`src/rtl/uart_tx_buffered_pkg.sv`:
```
// Shared definitions for the buffered UART transmitter and its receive-side
// counterpart.
//   tx_state_t     : transmitter FSM encoding (IDLE=0, START=1, DATA=2, STOP=3)
//   calc_bit_cyc() : clocks per bit. Both directions call this one function
//                    so they always agree on the divisor.
package uart_tx_buffered_pkg;

    typedef enum logic [1:0] {
        IDLE  = 2'd0,
        START = 2'd1,
        DATA  = 2'd2,
        STOP  = 2'd3
    } tx_state_t;

    // Integer-truncated divisor (434 for 50 MHz / 115200).
    function automatic int calc_bit_cyc(input int clk_hz, input int baud);
        return clk_hz / baud;
    endfunction

endpackage

```
`src/rtl/uart_tx_buffered_fifo.sv`:
```
// sync_fifo_byte: single-clock byte FIFO with first-word fall-through output.
//   sclk   : clock, rising edge
//   nrst   : asynchronous active-low reset (pointers and count only)
//   wr_en  : push din; ignored while full
//   rd_en  : pop; dout already shows the head entry, so it is consumed the
//            same cycle rd_en is high; ignored while empty
//   din    : byte to push
//   dout   : head entry (undefined while empty)
//   count  : number of stored bytes, 0..DEPTH
//   full   : registered, count == DEPTH
//   empty  : count == 0
// Handshake: a push happens on an edge where wr_en=1 and full=0. A pop happens
// on an edge where rd_en=1 and empty=0. full is the registered value, so a pop
// in the same cycle never frees room for that cycle's push.
module sync_fifo_byte
    import uart_tx_buffered_pkg::*;
#(
    parameter int DEPTH = 16
) (
    input  logic                     sclk,
    input  logic                     nrst,
    input  logic                     wr_en,
    input  logic                     rd_en,
    input  logic [7:0]               din,
    output logic [7:0]               dout,
    output logic [$clog2(DEPTH):0]   count,
    output logic                     full,
    output logic                     empty
);

    localparam int AW = $clog2(DEPTH);
    localparam int CW = AW + 1;

    logic [7:0]    mem [DEPTH];
    logic [AW-1:0] wr_ptr;
    logic [AW-1:0] rd_ptr;
    logic [CW-1:0] count_next;
    logic          wr_acc;
    logic          rd_acc;

    assign wr_acc = wr_en && !full;
    assign rd_acc = rd_en && !empty;
    assign empty  = (count == '0);
    assign dout   = mem[rd_ptr];

    always_comb begin
        count_next = count;
        if (wr_acc && !rd_acc) begin
            count_next = count + 1'b1;
        end else if (!wr_acc && rd_acc) begin
            count_next = count - 1'b1;
        end
    end

    // Pointers wrap naturally because DEPTH is a power of two.
    always_ff @(posedge sclk or negedge nrst) begin
        if (!nrst) begin
            wr_ptr <= '0;
            rd_ptr <= '0;
            count  <= '0;
            full   <= 1'b0;
        end else begin
            if (wr_acc) begin
                wr_ptr <= wr_ptr + 1'b1;
            end
            if (rd_acc) begin
                rd_ptr <= rd_ptr + 1'b1;
            end
            count <= count_next;
            full  <= (count_next == CW'(DEPTH));
        end
    end

    // Storage has no reset; stale data is never visible because empty gates pops.
    always_ff @(posedge sclk) begin
        if (wr_acc) begin
            mem[wr_ptr] <= din;
        end
    end

endmodule

```
`src/rtl/uart_tx_buffered.sv`:
```
// uart_tx_buffered: 8N1 UART transmitter behind a byte FIFO.
//   sclk     : system clock, rising edge
//   nrst     : asynchronous active-low reset; forces tx high and empties the queue
//   wr_en    : one-cycle strobe that pushes wr_byte (dropped while full)
//   wr_byte  : byte to send
//   full     : queue holds FIFO_DEPTH bytes
//   overflow : one-cycle pulse, the cycle after a wr_en that arrived while full
//   busy     : a frame is on the line or bytes are still queued
//   tx_done  : high on the last clock of each stop bit
//   tx       : serial line, idle high, driven from a flop
// Handshake: there is no ready. A producer may strobe wr_en any cycle. The
// byte is accepted iff full=0 in that cycle, otherwise overflow reports the drop.
// Frames are exactly 10*BIT_CYC clocks. A queued byte is popped on the final
// stop clock, so consecutive frames have no gap between them.
module uart_tx_buffered
    import uart_tx_buffered_pkg::*;
#(
    parameter int sys_clk_freq = 50_000_000,
    parameter int baudrate     = 115200,
    parameter int FIFO_DEPTH   = 16
) (
    input  logic       sclk,
    input  logic       nrst,
    input  logic       wr_en,
    input  logic [7:0] wr_byte,
    output logic       full,
    output logic       overflow,
    output logic       busy,
    output logic       tx_done,
    output logic       tx
);

    localparam int BIT_CYC = calc_bit_cyc(sys_clk_freq, baudrate);
    localparam int CNT_W   = (BIT_CYC > 2) ? $clog2(BIT_CYC) : 1;
    localparam int FCW     = $clog2(FIFO_DEPTH) + 1;
    localparam logic [CNT_W-1:0] BIT_LAST = CNT_W'(BIT_CYC - 1);
    // tx_done is a flop, so it is set one clock early to line up with the
    // final stop clock.
    localparam logic [CNT_W-1:0] DONE_AT  = CNT_W'(BIT_CYC - 2);

    tx_state_t        state;
    logic [CNT_W-1:0] baud_cnt;
    logic [2:0]       bit_idx;
    logic [7:0]       sh;
    logic             bit_end;
    logic             pop;
    logic [7:0]       fifo_dout;
    logic [FCW-1:0]   fifo_count;
    logic             fifo_full;
    logic             fifo_empty;

    sync_fifo_byte #(
        .DEPTH (FIFO_DEPTH)
    ) u_fifo (
        .sclk  (sclk),
        .nrst  (nrst),
        .wr_en (wr_en),
        .rd_en (pop),
        .din   (wr_byte),
        .dout  (fifo_dout),
        .count (fifo_count),
        .full  (fifo_full),
        .empty (fifo_empty)
    );

    assign bit_end = (baud_cnt == BIT_LAST);
    // Pop from IDLE at once, or on the last stop clock to chain the next frame.
    assign pop     = !fifo_empty && ((state == IDLE) || ((state == STOP) && bit_end));
    assign full    = fifo_full;
    assign busy    = (state != IDLE) || (fifo_count != '0);

    always_ff @(posedge sclk or negedge nrst) begin
        if (!nrst) begin
            state    <= IDLE;
            baud_cnt <= '0;
            bit_idx  <= '0;
            sh       <= '0;
            tx       <= 1'b1;
            tx_done  <= 1'b0;
            overflow <= 1'b0;
        end else begin
            overflow <= wr_en && fifo_full;
            tx_done  <= (state == STOP) && (baud_cnt == DONE_AT);
            case (state)
                IDLE: begin
                    tx       <= 1'b1;
                    baud_cnt <= '0;
                    if (!fifo_empty) begin
                        sh    <= fifo_dout;
                        tx    <= 1'b0;
                        state <= START;
                    end
                end
                START: begin
                    if (bit_end) begin
                        baud_cnt <= '0;
                        bit_idx  <= '0;
                        tx       <= sh[0];
                        state    <= DATA;
                    end else begin
                        baud_cnt <= baud_cnt + 1'b1;
                    end
                end
                DATA: begin
                    if (bit_end) begin
                        baud_cnt <= '0;
                        if (bit_idx == 3'd7) begin
                            tx    <= 1'b1;
                            state <= STOP;
                        end else begin
                            bit_idx <= bit_idx + 3'd1;
                            tx      <= sh[bit_idx + 3'd1];
                        end
                    end else begin
                        baud_cnt <= baud_cnt + 1'b1;
                    end
                end
                STOP: begin
                    if (bit_end) begin
                        baud_cnt <= '0;
                        if (!fifo_empty) begin
                            sh    <= fifo_dout;
                            tx    <= 1'b0;
                            state <= START;
                        end else begin
                            state <= IDLE;
                        end
                    end else begin
                        baud_cnt <= baud_cnt + 1'b1;
                    end
                end
                default: begin
                    state <= IDLE;
                    tx    <= 1'b1;
                end
            endcase
        end
    end

endmodule

```
`config.mk`:
```
export PLATFORM = sky130hd
export DESIGN_NAME = uart_tx_buffered
export DESIGN_NICKNAME = d
export VERILOG_FILES = /design/src/rtl/uart_tx_buffered_pkg.sv /design/src/rtl/uart_tx_buffered_fifo.sv /design/src/rtl/uart_tx_buffered.sv
export SDC_FILE = /design/constraint.sdc
export NUM_CORES = 1
export LEC_CHECK = 0
export ABC_AREA = 1
export CAP_MARGIN = 20
export CORE_UTILIZATION = 44
export DETAILED_ROUTE_END_ITERATION = 7
export SETUP_SLACK_MARGIN = 0.05
export SLEW_MARGIN = 0
export SYNTH_ARGS = -nofsm -noshare
export SYNTH_HDL_FRONTEND = slang
export SYNTH_SLANG_ARGS = --single-unit
```
`constraint.sdc`:
```
create_clock -name sclk -period 5 [get_ports sclk]
set_clock_uncertainty 0.2 [all_clocks]
set_input_delay 1.5 -clock sclk [delete_from_list [all_inputs] [get_ports sclk]]
set_output_delay 1.5 -clock sclk [all_outputs]
set_load 0.02 [all_outputs]
```
After elaboration in Yosys (flattened, before gate mapping)
Memories as Yosys holds them, arrays and structs flattened.
Index checks and enable logic that the tools add are counted.

storage, ports and cells
  register bits after elaboration = 39
  memory bits (writable) = 128
  bits of input ports = 11
  output and inout bits = 5
  logic and storage cells = 87
  memories = 1

cells by class
  add/sub/neg operators = 6
  order comparisons = 1
  eq/ne operators = 14
  muxes and demuxes = 29
  reductions and logical operators = 25

memories
  name        words  width  rd ports  clocked after memory_dff  write ports  RTL line                     text
  u_fifo.mem  16     8      1         0                         1            uart_tx_buffered_fifo.sv:34  logic [7:0] mem [DEPTH];

operators with widths
  operator             number
  $eq 9x9->1 const B   2
  $pmux 9 s2           1
  $mux 8               2
  $pmux 8 s2           1
  $ne 2x2->1 const B   7
  $mux 1               10
  $mux 2               5
  $mux 5               2
  $add 9x1->9 const B  1
  $mux 3               3
  $mux 9               1
  $add 4x1->4 const B  2
  $logic_and 1x1->1    8
  $pmux 2 s4           1
  $reduce_and 4->1     2
  $pmux 3 s2           1
  $reduce_bool 2->1    3
  $add 5x1->5 const B  1
  $eq 5x5->1 const B   1
  $logic_not 5->1      1
  $reduce_and 5->1     1
  $reduce_bool 5->1    1
  $sub 5x1->5 const B  1
  $eq 2x2->1 const B   2
  other kinds (11)     15

Longest topological paths before layout
Gate-level depths: netlist of run 1.

  depth in word-level cells = 9
  depth in mapped cells = 14
  mapped depth without buffers = 14

By module
A second synthesis of run 1 with hierarchy kept.

unflattened totals
  cells, all modules = 671
  area, all modules = 7,437.1 sq um

by module, submodules not included
  module            times used  cells an instance  area an instance (sq um)  sequential area each (sq um)
  sync_fifo_byte    1           497                5,983.2                   4,194.0
  uart_tx_buffered  1           174                1,453.9                   626.9

Worst setup path after synthesis of run 1
Ideal clock, no wire load.

  path type = input-to-reg
  start point = input wr_en
  end point = memory u_fifo.mem[11][0] (enable)
  arrival time = 2.618 ns
  data required time = 4.430 ns
  path slack = 1.812 ns
  stages on the path = 5
  buffers on the path = 1
  cell sequence = inv_1 > nor2_1 > clkbuf_1 > nand2_1 > nor2_1

between the ends
  longest elaborated chain between the ends = 3

ends and longest elaborated chain
  what                          RTL line                     text
  start: declaration            uart_tx_buffered.sv:24       input logic wr_en,
  $logic_and 1x1->1             uart_tx_buffered_fifo.sv:41  assign wr_acc = wr_en && !full;
  $mux 1                        uart_tx_buffered_fifo.sv:76  if (wr_acc) begin
  $mux 1 (implied by the code)  uart_tx_buffered_fifo.sv:77  mem[wr_ptr] <= din;
  end: declaration              uart_tx_buffered_fifo.sv:34

Every way passes these cells.

Worst setup path after layout of run 1
  start point = register u_fifo.count[0]
  end point = output busy

between the ends
  longest elaborated chain between the ends = 2

ends and longest elaborated chain
  what                      RTL line                     text
  start: declaration        uart_tx_buffered_fifo.sv:26  output logic [$clog2(DEPTH):0] count,
  start signal: assignment  uart_tx_buffered_fifo.sv:69  count <= count_next;
  $reduce_bool 5->1         uart_tx_buffered.sv:70       assign busy = (state != IDLE) || (fifo_count != '0);
  $logic_or 1x1->1          uart_tx_buffered.sv:70
  end: declaration          uart_tx_buffered.sv:28       output logic busy,

Every way passes these cells.

==> results of run 1 <==
==> state kept, by name, indices dropped and copies added, names as in the netlist <==
| name | count |
|---|---|
| u_fifo.full | 1 |
| overflow | 1 |
| tx | 1 |
| u_fifo.mem | 128 |
| baud_cnt | 9 |
| u_fifo.count | 5 |
| u_fifo.wr_ptr | 4 |
| state | 2 |
| tx_done | 1 |
| sh | 8 |
| bit_idx | 3 |
| u_fifo.rd_ptr | 4 |
==> routing by layer <==
layer  up-vias  part of all wire (%)
li1       2209                     -
met1      2242                    45
met2       170                    47
met3        25                   5.9
met4         0                   1.9
met5         -                     0
==> synthesized netlist by cell type, types with 3 or more instances <==
| master | instances | area share, % |
|---|---|---|
| a21oi_1 | 9 | 0.62 |
| a31oi_1 | 9 | 0.78 |
| buf_2 | 6 | 0.41 |
| clkbuf_1 | 18 | 0.93 |
| dfrtp_1 | 38 | 13 |
| edfxtp_1 | 128 | 53 |
| ha_1 | 18 | 3.1 |
| inv_1 | 32 | 1.7 |
| inv_2 | 3 | 0.16 |
| nand2_1 | 54 | 2.8 |
| nand2_2 | 6 | 0.52 |
| nand2_4 | 4 | 0.62 |
| nand3_1 | 20 | 1.4 |
| nand4_1 | 4 | 0.35 |
| nor2_1 | 112 | 5.8 |
| nor2_2 | 3 | 0.26 |
| nor3_1 | 3 | 0.21 |
| o211ai_1 | 23 | 2.4 |
| o21ai_0 | 68 | 4.7 |
| o221ai_1 | 10 | 1.2 |
| o22ai_1 | 15 | 1.3 |
| xor2_1 | 10 | 1.2 |
==> where the power goes <==
part	internal, mW	leakage (nW)	switching [mW]	total [mW]
Sequential	1.63	1.64	0.0649	1.70
Clock	0.676	0.293	0.617	1.29
Combinational	0.114	0.980	0.272	0.385
Total	2.42	2.91	0.954	3.37
==> critical path: stages (launching register included) <==
cell and delay [ps]:
dfrtp_1 410, inv_1 140, ha_1 160, inv_1 30, nor2_1 200, nand2_1 170, inv_1 160, nand2_1 80
clkdlybuf4s50_1 540
==> metrics by stage <==
| stage | util (%) | setup slack [ps] |
|---|---|---|
| final | 51.0 | 963 |
| after global routing | 51.0 | 778 |
| after CTS | 51.0 | 926 |
| after detailed placement | 47.2 | 1180 |
| after global placement | 47.2 | 1220 |
| after floorplan | - | 1810 |
==> path summary, 6_finish.rpt <==
kind                             startpoint               end  slack [ps]  depth (start not counted)
max                         u_fifo.count[0]              busy         960                          8
min in group asynchronous              nrst       baud_cnt[0]         990                          1
min reg2reg                      bit_idx[1]        bit_idx[1]         290                          2
min                              bit_idx[1]        bit_idx[1]         290                          2
max in group asynchronous              nrst  u_fifo.rd_ptr[0]        3020                          1
max reg2reg                u_fifo.rd_ptr[0]             sh[4]        2150                          6
==> final cells by class <==
| cell class | instances | area (sq um) |
|---|---|---|
| Fill cell | 1396 | 7840 |
| Sequential cell | 167 | 4820 |
| Multi-Input combinational cell | 385 | 2160 |
| Clock buffer | 17 | 425 |
| Tap cell | 216 | 270 |
| Clock inverter | 15 | 186 |
| Timing Repair Buffer | 18 | 168 |
| Inverter | 35 | 131 |
==> kinds of logic after synthesis <==
group,Yosys count,share of synthesized area [%]
buffers and inverters,63,3.68
xor gates and xnor gates,12,1.45
DFF,167,66.5
and+or+nand+nor,217,13.5
adders and majority gates,18,3.11
AOI/OAI and AO/OA,138,11.7
==> results.yml, run 1 <==
detailed_routing:
  viasPerCell: 5.45
  ant_nets: 0
  drtIter0Drc: 445
  dr.pass1.iters: 5
  via_count: 4646
  drt-total-wl_mm: 15.8
  drc: 0
  wl_per_cell_um: 18.6
global_route:
  grt_first_pass_wirelength_mm: 24.8
  met3_usage_pct: 5.66
  track_usage_pct: 20.4
  globalRouteOverflowTotal: 0
  grt_use_met1_pct: 27.4
  grt_max_degree: 67
  met2_usage_pct: 31.8
  antenna_found_initial: 0
  grt_pass1_vias: 4505
  grt_busiest_layer: "met2"
synthesis:
  synthFlopType: "edfxtp_1"
  ys_ff_latch: 167
  yosys_warnings: 0
  syn_area_per_cell_sq_um: 11.8
  ys_seq_area_share_pct: 66.5
  synth_edf_count: 128
  netlist_instances: 615
  async_reset_ff_share_pct: 23.4
  synth_area_sq_um: 7250
  yosys.cell_types.count: 39
  synth_nets: 644
sta:
  finalCritPeriodShare_pct: 80.7
  slew_violations: 0
  setup_viol_count_final: 0
  max_freq_ghz: 0.248
  final-hold-violation-count: 0
  whs_ps: 294
  fin_tns_setup_ps: 0
  relSlewSlack_pct: 29.9
  rsz0062_at_grt: "false"
  min_period_ps: 4040
  tightest_slew_ps: 1050
min_path:
  holdCritPathClass: "flip-flop to flip-flop"
worst_setup_path:
  end_kind: "output pin"
  path_max_fanout: 5
  critPathRequiredTime_ps: 3300
  arrival_ps: 2340
  path_class: "flip-flop to output pin"
  critPathLaunchType: "flip-flop"
place:
  io_buffers: 15
  place_congestion: 0.907
  placed_area_sq_um: 7550
  place_hpwl_mm: 10.4
  dp.cells: 821
final_layout:
  drive_above_1_share_pct: 9.58
  layout_common_cells: "128 x edfxtp_1, 112 x nor2_1, 68 x o21ai_0"
  area_growth_pct: 12.6
  layout.cells.non_filler: 853
  layout_commonest_cell: "edfxtp_1"
  diodes: 0
  fin_area_sq_um: 8160
  layout.nets: 653
cts:
  cts_resized: 0
  cts-hold-fix-buffers: 0
  cts_tree: "yes"
  path_clk_slew_ps: 70
  cts_root_buffer: "clkbuf_16"
  htree_levels: 4
  clk-insertion-delay-late_ps: 440
  clkSinkCount: 167
  numCtsBuffers: 17
  cts_setup_buffers: 0
  clock_path_buffers: 2
die:
  std_cell_rows: 46
  dieArea_sq_um: 17000
  pin_count: 16
  start_util_pct: 45.3
  core_area_sq_um: 16000
  die_x_um: 130
  die_y_um: 130
run_status:
  status: "complete, no violations"
pwr:
  irDropWorstVdd_v: 0.000256
  power_density_nw_per_um2: 413
  p_leak_nw: 2.91
  p_total_mw: 3.37
run:
  cap_viol_max_count: 0
Note: power is estimated with default switching activity, not from simulation.
==> inputs of run 2 (changes only) <==
- clock period: 5 -> 3.4 ns (I/O delays scaled with it)
==> results.yml, run 2 (same netlist as run 1, synthesis figures left out) <==
worst_setup_path:
  path_class: "flip-flop to output pin"
  reg2reg_depth: 5
  path_max_fanout: 5
  reg2reg_slack_ps: 1200
  critPathLaunchType: "flip-flop"
  cpMaxStageDelayCell: "dfrtp_1"
  end_kind: "output pin"
  path_cells: "inv_2 > ha_1 > inv_1 > nor2_2 > nand2_1 > inv_2 > nand2_1 > dlygate4sd2_1"
  slowest_delay_ps: 420
  cpLargestDelayFamily: "buffers and inverters"
  crit_buf_inv: 4
  r2r-start: "u_fifo.rd_ptr[1]"
  r2r-end: "sh[7]"
  arrival_ps: 1950
  critPathRequiredTime_ps: 2180
sta:
  whs_ps: 297
  finalCritPeriodShare_pct: 93.1
  relSlewSlack_pct: 38.4
  fin_tns_setup_ps: 0
  tightest_slew_ps: 924
  finalWorstSetupSlack_ps: 235
  slew_violations: 0
  rsz0062_at_grt: "false"
  final-hold-violation-count: 0
  max_freq_ghz: 0.316
  setup_viol_count_final: 0
  min_period_ps: 3170
place:
  place_congestion: 0.787
  io_buffers: 15
  dp_worst_setup_slack_ps: 262
  place_hpwl_mm: 9.67
  dp.cells: 843
detailed_routing:
  met1_length_mm: 7.10
  drtIter0Drc: 382
  dr.pass1.iters: 5
  drc: 0
  viasPerCell: 5.38
  via_count: 4707
  route.met3.wl_um: 711
  drt-total-wl_mm: 15.5
  ant_nets: 0
  topRoutingLayerUsed: "met4"
  wl_per_cell_um: 17.7
  routed-wl-met2_mm: 7.44
global_route:
  grt_first_pass_wirelength_mm: 24.4
  grt_max_degree: 66
  antenna_found_initial: 0
  grt_pass1_vias: 4493
  track_usage_pct: 20.0
  globalRouteOverflowTotal: 0
die:
  std_cell_rows: 46
  dieArea_sq_um: 17000
  start_util_pct: 45.3
  die_y_um: 130
  core_area_sq_um: 16000
  pin_count: 16
  die_x_um: 130
cts:
  cts_tree: "yes"
  htree_levels: 4
  cts-hold-fix-buffers: 0
  cts_setup_buffers: 0
  clk-insertion-delay-late_ps: 420
  clkSinkCount: 167
  cts_root_buffer: "clkbuf_16"
  path_clk_slew_ps: 60
  clock_path_buffers: 2
  numCtsBuffers: 17
final_layout:
  area_growth_pct: 15.1
  top_regs: "u_fifo.mem: 128 flops, baud_cnt: 9 flops, sh: 8 flops"
  layout_common_cells: "128 x edfxtp_1, 111 x nor2_1, 68 x o21ai_0"
  fill_cells: 1437
  top_register: "u_fifo.mem"
  diodes: 0
  layout.nets: 675
  drive_above_1_share_pct: 12.6
  layout_commonest_cell: "edfxtp_1"
  largest_reg_flops: 128
  layout.cells.non_filler: 875
pwr:
  p_total_mw: 5.10
  irDropWorstVdd_v: 0.000407
  power_density_nw_per_um2: 612
  p_leak_nw: 3.03
min_path:
  holdPathEnd: "overflow"
  min-delay-start: "u_fifo.full"
  whs_path_depth: 2
  holdCritPathClass: "flip-flop to flip-flop"
run_status:
  status: "complete, no violations"
run:
  cap_viol_max_count: 0
-- run 2: cell count changes in the layout (fill, tap and decap cells not counted), moves of 2 or more --
| cell | delta |
|---|---|
| buf_4 | +21 |
| clkinv_8 | -7 |
| clkbuf_1 | +2 |
| bufinv_16 | +3 |
| inv_2 | +2 |
| inv_6 | +3 |
| inv_1 | -2 |
-- run 2: cell type report --
cell class	count	area [sq um]	area share, %
flip-flops and latches	167	4820	57.8
multi-input cells	385	2160	25.9
clock buffers	19	433	5.19
repair buffers	40	344	4.13
well taps	216	270	3.24
clock inverters	13	179	2.15
inverters	35	131	1.58
-- run 2: worst max path at each step --
| stage | from | depth (start not counted) | end |
|---|---|---|---|
| floorplan | wr_en | 5 | u_fifo.mem[11][0] |
| detailed placement | u_fifo.count[0] | 8 | busy |
| CTS | u_fifo.count[0] | 8 | busy |
| global route | u_fifo.count[0] | 8 | busy |
| global placement | u_fifo.count[0] | 8 | busy |
| finish | u_fifo.count[0] | 8 | busy |
-- run 2: power breakdown --
group / switching (mW) / leakage, nW / internal [mW]
registers: 0.0998 / 1.64 / 2.40
clock network: 0.827 / 0.297 / 1.18
logic: 0.397 / 1.10 / 0.202
-- run 2: per-stage QoR --
| step | utilization, % | area [sq um] |
|---|---|---|
| 2_1_floorplan | - | 7250 |
| 3_3_place_gp | 48.3 | 7730 |
| 3_5_place_dp | 48.3 | 7730 |
| 4_1_cts | 52.1 | 8340 |
| 5_1_grt | 52.1 | 8340 |
| 6_report | 52.1 | 8340 |
-- run 2: worst min-delay path, stage by stage, from the launching register on --
cell and delay [ps]:
dfrtp_1 360, nand2_1 60, inv_1 50
-- run 2: per-layer routing --
layer  up-vias  GRT usage, %
met2        99          31.8
met5         -             0
met4         0          7.39
li1       2260             -
met3        13          4.06
met1      2335          27.1
-- run 2: repair_timing --
action                                  in CTS  in global routing
gates resized for setup                      2                  2
cloned                                       0                  0
endpoints found under the setup margin       1                  1
endpoints found under the hold margin        0                  0
pin swaps                                    0                  0
==> inputs of run 3 (changes only) <==
- CAP_MARGIN: 20 -> 15
- CORE_UTILIZATION: 44 -> 56
- PLACE_DENSITY: default -> 0.76
==> results.yml, run 3 (same netlist as run 1, synthesis figures left out) <==
sta:
  final-hold-violation-count: 0
  rsz0062_at_grt: "false"
  finalCritPeriodShare_pct: 93.0
  fin_tns_setup_ps: 0
  max_freq_ghz: 0.316
  min_period_ps: 3160
  finalWorstSetupSlack_ps: 237
  setup_viol_count_final: 0
  tightest_slew_ps: 906
  relSlewSlack_pct: 39.6
  slew_violations: 0
detailed_routing:
  viasPerCell: 5.75
  dr.pass1.iters: 5
  ant_nets: 0
  drc: 0
  via_count: 4757
  drtIter0Drc: 419
  wl_per_cell_um: 18.0
  drt-total-wl_mm: 14.9
pwr:
  p_leak_nw: 3.00
  p_sw_share_pct: 25.6
  p_switching_mw: 1.27
  p_total_mw: 4.94
  clkPwrFrac_pct: 37.6
  power.internal_mw: 3.67
  combinationalPowerShare_pct: 11.8
  p_seq_share_pct: 50.6
  irDropWorstVdd_v: 0.000475
  power_density_nw_per_um2: 600
place:
  place_hpwl_mm: 9.29
  io_buffers: 15
  placed_area_sq_um: 7640
  place_congestion: 0.790
  dp_worst_setup_slack_ps: 320
worst_setup_path:
  cpLargestDelayFamily: "buffers and inverters"
  path_class: "flip-flop to output pin"
  critPathRequiredTime_ps: 2180
  crit_buf_inv: 4
  cpMaxStageDelayCell: "dfrtp_1"
  path_max_fanout: 5
  cp_common_cell: "inv_1"
  path_cells: "inv_1 > ha_1 > inv_1 > nor2_4 > nand2_2 > inv_2 > nand2_1 > dlygate4sd2_1"
  end_kind: "output pin"
  arrival_ps: 1940
  slowest_delay_ps: 410
  critPathLaunchType: "flip-flop"
final_layout:
  fin_area_sq_um: 8220
  fill_cells: 943
  top_regs: "u_fifo.mem: 128 flops, baud_cnt: 9 flops, sh: 8 flops"
  drive_above_1_share_pct: 12.5
  layout_commonest_cell: "edfxtp_1"
  diodes: 0
  layout.nets: 672
  layout_common_cells: "128 x edfxtp_1, 111 x nor2_1, 68 x o21ai_0"
  largest_reg_flops: 128
  final_util_pct: 65.2
  top_register: "u_fifo.mem"
  area_growth_pct: 13.5
min_path:
  holdCritPathClass: "flip-flop to flip-flop"
cts:
  path_clk_slew_ps: 60
  htree_levels: 4
  cts_root_buffer: "clkbuf_16"
  cts_resized: 2
  clkSinkCount: 167
  cts_tree: "yes"
  cts_setup_buffers: 0
  numCtsBuffers: 17
  clk-insertion-delay-late_ps: 420
  cts-hold-fix-buffers: 0
  clock_path_buffers: 2
die:
  dieArea_sq_um: 13400
  core_area_sq_um: 12600
  std_cell_rows: 41
  die_x_um: 116
  start_util_pct: 57.4
  pin_count: 16
  die_y_um: 116
global_route:
  met2_usage_pct: 39.5
  grt_use_met1_pct: 30.1
  track_usage_pct: 24.4
  grt_pass1_vias: 4669
  grt_busiest_layer: "met2"
  met3_usage_pct: 7.95
  antenna_found_initial: 0
  grt_max_degree: 66
  globalRouteOverflowTotal: 0
  grt_first_pass_wirelength_mm: 23.4
run:
  cap_viol_max_count: 0
run_status:
  status: "complete, no violations"
==> run 3: changes by cell type in the layout (fill, tap and decap cells not counted), moves of 2 or more <==
cell       delta
clkbuf_8      +3
inv_8         -2
buf_4         -2
clkinv_2      +3
bufinv_16     -2
clkbuf_1      -2
==> run 3: per-stage QoR <==
step | hold WS, ps | cells
global placement | 279 | 796
global route | 331 | 828
finish | 309 | 828
detailed placement | 298 | 796
CTS | 312 | 828
floorplan | 255 | 615
==> run 3: routing by layer <==
metal / up-vias / routed length (um)
li1: 2252 / -
met1: 2291 / 6130
met2: 172 / 7380
met3: 42 / 978
met4: 0 / 449
met5: - / 0
==> run 3: area by class of cell <==
class | instances | area (sq um) | area share [%]
inverters | 35 | 131 | 1.60
well taps | 172 | 215 | 2.62
clock buffers | 20 | 467 | 5.67
multi-input cells | 385 | 2170 | 26.4
flip-flops and latches | 167 | 4820 | 58.6
clock inverters | 12 | 111 | 1.35
repair buffers | 37 | 309 | 3.76
==> run 3: worst register-to-register path, stage by stage (launching register included) <==
cell and delay, ps:
dfrtp_1 550, inv_1 710, o21ai_0 250, o221ai_1 330
nand3_1 190, a31oi_1 190
==> run 3: worst paths after layout <==
| check | start | end | slack, ps | cells after the start |
|---|---|---|---|---|
| min reg2reg | u_fifo.full | overflow | 310 | 2 |
| min in group asynchronous | nrst | overflow | 530 | 1 |
| max reg2reg | u_fifo.rd_ptr[1] | sh[3] | 910 | 5 |
| max | u_fifo.count[0] | busy | 240 | 8 |
| min | u_fifo.full | overflow | 310 | 2 |
| max in group asynchronous | nrst | u_fifo.rd_ptr[0] | 1860 | 1 |
==> run 3: power groups by stage <==
stage / Combinational, mW / Sequential (mW) / Clock, mW
2_1_floorplan: 0.397 / 2.50 / 0
3_3_place_gp: 0.551 / 2.52 / 0
3_5_place_dp: 0.574 / 2.53 / 0
4_1_cts: 0.581 / 2.49 / 1.89
5_1_grt: 0.648 / 2.51 / 1.98
6_report: 0.583 / 2.50 / 1.86
